`src/rtl/counter_cmd_ctrl.sv`:
```
// Push-button front end for the up/down counter: sync, debounce and edge-detect three buttons,
// then turn up/down presses into single or auto-repeating en pulses and comp presses into comp pulses.
module counter_cmd_ctrl #(
  parameter int DB_CYCLES   = 16,
  parameter int HOLD_CYCLES = 50,
  parameter int RPT_CYCLES  = 10
) (
  input  logic       clk,
  input  logic       rst,
  input  logic       btn_up,
  input  logic       btn_down,
  input  logic       btn_comp,
  output logic       en,
  output logic       up_down,
  output logic       comp,
  output logic       busy,
  output logic [1:0] fsm_state
);

  localparam int DBW  = $clog2(DB_CYCLES) + 1;
  localparam int TMAX = (HOLD_CYCLES > RPT_CYCLES) ? HOLD_CYCLES : RPT_CYCLES;
  localparam int TW   = $clog2(TMAX) + 1;

  localparam logic [DBW-1:0] DB_LAST   = DBW'(DB_CYCLES - 1);
  localparam logic [DBW-1:0] DB_ONE    = DBW'(1);
  localparam logic [TW-1:0]  HOLD_LOAD = TW'(HOLD_CYCLES - 1);
  localparam logic [TW-1:0]  RPT_LOAD  = TW'(RPT_CYCLES - 1);
  localparam logic [TW-1:0]  T_ONE     = TW'(1);

  typedef enum logic [1:0] {
    IDLE = 2'd0,
    HOLD = 2'd1,
    RPT  = 2'd2
  } state_t;

  state_t         state;
  logic [2:0]     raw;
  logic [2:0]     s1;
  logic [2:0]     s2;
  logic [2:0]     db;
  logic [2:0]     db_d;
  logic [2:0]     ev;
  logic [DBW-1:0] db_cnt [3];
  logic [TW-1:0]  timer;
  logic           active_down;
  logic           active_db;

  // Bit 0 = up, bit 1 = down, bit 2 = comp throughout.
  assign raw       = {btn_comp, btn_down, btn_up};
  assign ev        = db & ~db_d;
  assign active_db = active_down ? db[1] : db[0];
  assign fsm_state = state;

  always_ff @(posedge clk) begin
    if (rst) begin
      s1   <= '0;
      s2   <= '0;
      db   <= '0;
      db_d <= '0;
      for (int i = 0; i < 3; i++) begin
        db_cnt[i] <= '0;
      end
    end else begin
      s1   <= raw;
      s2   <= s1;
      db_d <= db;
      for (int i = 0; i < 3; i++) begin
        if (s2[i] == db[i]) begin
          db_cnt[i] <= '0;
        end else if (db_cnt[i] == DB_LAST) begin
          db[i]     <= s2[i];
          db_cnt[i] <= '0;
        end else begin
          db_cnt[i] <= db_cnt[i] + DB_ONE;
        end
      end
    end
  end

  // A comp event masks a due step pulse, but the timer and state still advance.
  always_ff @(posedge clk) begin
    if (rst) begin
      state       <= IDLE;
      timer       <= '0;
      active_down <= 1'b0;
      en          <= 1'b0;
      comp        <= 1'b0;
      up_down     <= 1'b0;
      busy        <= 1'b0;
    end else begin
      en   <= 1'b0;
      comp <= ev[2];
      case (state)
        IDLE: begin
          if (!ev[2] && (ev[0] || ev[1])) begin
            en          <= 1'b1;
            up_down     <= !ev[0];
            active_down <= !ev[0];
            timer       <= HOLD_LOAD;
            state       <= HOLD;
            busy        <= 1'b1;
          end
        end
        HOLD, RPT: begin
          if (!active_db) begin
            state <= IDLE;
            busy  <= 1'b0;
          end else if (timer == '0) begin
            en    <= !ev[2];
            timer <= RPT_LOAD;
            state <= RPT;
          end else begin
            timer <= timer - T_ONE;
          end
        end
        default: begin
          state <= IDLE;
          busy  <= 1'b0;
        end
      endcase
    end
  end

endmodule

```
`config.mk`:
```
export PLATFORM = sky130hd
export DESIGN_NAME = counter_cmd_ctrl
export DESIGN_NICKNAME = d
export VERILOG_FILES = /design/src/rtl/counter_cmd_ctrl.sv
export SDC_FILE = /design/constraint.sdc
export NUM_CORES = 1
export LEC_CHECK = 0
export BUFFER_PORTS_ARGS = -buffer_cell sky130_fd_sc_hd__buf_2
export CAP_MARGIN = 30
export CORE_MARGIN = 3
export CORE_UTILIZATION = 35
export DETAILED_ROUTE_END_ITERATION = 8
export GPL_ROUTABILITY_DRIVEN = 0
export GPL_TIMING_DRIVEN = 0
export PLACE_DENSITY = 0.5
export SYNTH_ARGS = -nofsm -noshare
export SYNTH_HDL_FRONTEND = slang
export SYNTH_SLANG_ARGS = --single-unit
```
`constraint.sdc`:
```
create_clock -name clk -period 1.8 [get_ports clk]
set_clock_uncertainty 0.1 [all_clocks]
set_input_delay 0.36 -clock clk [delete_from_list [all_inputs] [get_ports clk]]
set_output_delay 0.36 -clock clk [all_outputs]
set_load 0.01 [all_outputs]
```
==> impl_metrics.env <==
export IMPL_result_of_the_run="completed"
export IMPL_place_detailed_hpwl_um=2410
export IMPL_syn_area_per_cell_um2=10.3
export IMPL_drv_slew=0
export IMPL_n_antenna_cell=0
export IMPL_crit_path_max_incr_delay_ns=0.42
export IMPL_ioPinCount=11
export IMPL_drv_max_cap_violation_count=0
export IMPL_top_area_cell_type_share_of_the_netlist_area_pct=27.1
export IMPL_cp_start_kind="register"
export IMPL_count_of_port_buffers_added_during_placement=10
export IMPL_finalNetCount=238
export IMPL_capturing_element_type_of_the_critical_path="register"
export IMPL_cp_num_buf_inv=0
export IMPL_synth_sequential_area_ratio_pct=51.6
export IMPL_first_global_vias=1374
export IMPL_htreeDepth=2
export IMPL_detail_route_antenna_nets=0
export IMPL_synthesis_instances=179
export IMPL_worst_hold_path_type="input pin to register"
export IMPL_report_final_hold_viol_count=0
export IMPL_drt_iter0_drc=30
export IMPL_final_global_route_overflow_total=0
export IMPL_cts_root_buf="clkbuf_8"
export IMPL_post_layout_total_power_uw=2000
export IMPL_cts_buffers=5
export IMPL_finalWorstSetupSlack_ns=0.0606
export IMPL_coreArea_um2=4910
export IMPL_worst_path_max_fanout=5
export IMPL_hold_buffers=0
export IMPL_starting_density_of_the_core_pct=37.6
export IMPL_total_cell_area_at_the_placement_stage_um2=2040
export IMPL_post_route_min_period_ns=1.74
export IMPL_crit_slowest_cell="or3_4"
export IMPL_clock_tree_from_tritoncts="yes"
export IMPL_layout_cells_non_filler=291
export IMPL_first_pass_grt_wire_length_um=5940
export IMPL_numClockSinks=40
export IMPL_worst_skew_pair_late_latency_ns=0.29
export IMPL_clkTransAtPathRegs_ns=0.08
export IMPL_yosys_warnings=0
export IMPL_detail_route_first_pass_iterations=4
export IMPL_synth_edff_count=15
export IMPL_pre_cts_ws_ns=-0.182
export IMPL_synth_top_cells_by_count="dfxtp_1, nor2_1, edfxtp_1"
export IMPL_die_area_um2=6180
export IMPL_layout_area_overhead_vs_synth_pct=27.5
export IMPL_setup_viol_count_final=0
export IMPL_critPathRequiredTime_ns=1.85
export IMPL_fmaxAchievable_mhz=575
export IMPL_drive_above_1_share_pct=30.8
export IMPL_slew_headroom_pct=63.6
export IMPL_synth_flop_cell="dfxtp_1"
export IMPL_wire_per_inst_um=12.0
export IMPL_ys_ff_latch=40
export IMPL_die_w_um=78.6
export IMPL_final_period_utilization_pct=96.6
export IMPL_core_rowCount=25
export IMPL_grt_total_usage_pct=12.2
export IMPL_post_drt_via_cell_ratio=4.61
export IMPL_worst_slew_pin_transition_ns=0.546
export IMPL_vdd_ir_drop_worst_v=0.000328
export IMPL_cts_path_max_buffers=2
export IMPL_crit_top_cell="ha_2"
export IMPL_crit_family="simple AND/OR/NAND/NOR gates"
export IMPL_maximum_number_of_pins_on_one_net_before_global_route_repair=14
export IMPL_post_synth_num_cell_types=42
export IMPL_postRouteWirelength_um=3490
export IMPL_num_vias=1341
export IMPL_synth_largest_area_cell="dfxtp_1"
export IMPL_cp_cell_sequence="ha_2 -> and3_1 -> ha_2 -> or3_4 -> nor2_1"
export IMPL_placedCellCount=270
export IMPL_netlist_top_cells_area="dfxtp_1, edfxtp_1, ha_1, nor2_1, nor2b_1"
export IMPL_remaining_drc_errors=0
export IMPL_totalNegativeSetupSlack_ns=0
export IMPL_antenna_found_initial=0
export IMPL_power_per_cell_area_nw_per_um2=850
export IMPL_synthArstFlopShare_pct=0
export IMPL_arrival_ns=1.79
export IMPL_synth_area_um2=1840
export IMPL_postLayoutCellArea_um2=2350
export IMPL_worstSetupPathType="register to register"
export IMPL_die_h_um=78.6
export IMPL_power_leakage_uw=0.000935
export IMPL_rsz0062_at_grt="true"
[routing by layer]
metal	up-vias	share of wire, %	global-route usage (%)
li1	691	-	-
met1	633	45	14.7
met2	13	51	19.8
met3	4	2.8	3.67
met4	0	1.1	5.94
met5	-	0	0
[final cells by class]
class	count	area (um2)
multi-input cells	137	987
well taps	67	83.8
fillers	497	2560
repair buffers	23	155
clock inverters	2	12.5
clock buffers	6	82.6
inverters	12	47.5
flip-flops and latches	40	958
plain buffers	4	23.8
[flip-flops by register name (all words and copies together), names as in the netlist]
register,count
db_cnt,15
comp,1
fsm_state,2
s1,3
en,1
timer,7
s2,3
active_down,1
busy,1
db_d,3
db,3
[per-stage QoR]
stage	hold slack (ns)	util [%]
5_1_grt	0.184	47.9
4_1_cts	0.175	44.9
3_3_place_gp	0.300	41.6
3_5_place_dp	0.301	41.6
2_1_floorplan	0.283	-
6_report	0.183	47.9
[what timing repair did]
action	CTS	global route
setup endpoints to repair	24	23
gates resized for setup	15	25
setup buffers	5	8
pin swaps	2	10
hold endpoints to repair	0	0
[cells by family (layout without fill, tap and decap cells)]
kind of cell	count (synthesis)	count (layout)	share of synthesized area, %
simple gates	71	71	19.8
flops	40	40	51.6
compound gates	26	26	10.7
buf+inv	16	47	3.39
fa+ha+maj	10	10	6.78
xor+xnor	9	9	4.27
mux	6	6	3.32
other cells	1	15	0.203
[final timing paths]
kind                                                  from                         end  slack (ns)  depth (start not counted)
worst min register to register          db_d[2]$_SDFF_PP0_             comp$_SDFF_PP0_        0.31                          1
worst min-delay path                              btn_comp            s1[2]$_SDFF_PP0_        0.18                          2
worst max-delay path            db_cnt[1][1]$_SDFFCE_PN0P_  db_cnt[1][0]$_SDFFCE_PN0P_        0.06                          5
worst max register to register  db_cnt[1][1]$_SDFFCE_PN0P_  db_cnt[1][0]$_SDFFCE_PN0P_        0.06                          5
[placed cells by master, fill, tap and decap left out, types with 6 or more instances in the layout]
master	instances
dfxtp_1	21
nor2_1	19
edfxtp_1	15
conb_1	15
nor2b_1	11
buf_2	11
buf_4	11
inv_1	9
nand2_1	7
xnor2_1	6
nand3_1	6
ha_2	6
clkbuf_8	6
[report_power, final]
| part | internal (uW) | switching, uW |
|---|---|---|
| Combinational | 185 | 194 |
| Sequential | 975 | 27.1 |
| Clock | 312 | 305 |
| Total | 1470 | 526 |
Note: power is estimated with default switching activity, not from simulation.
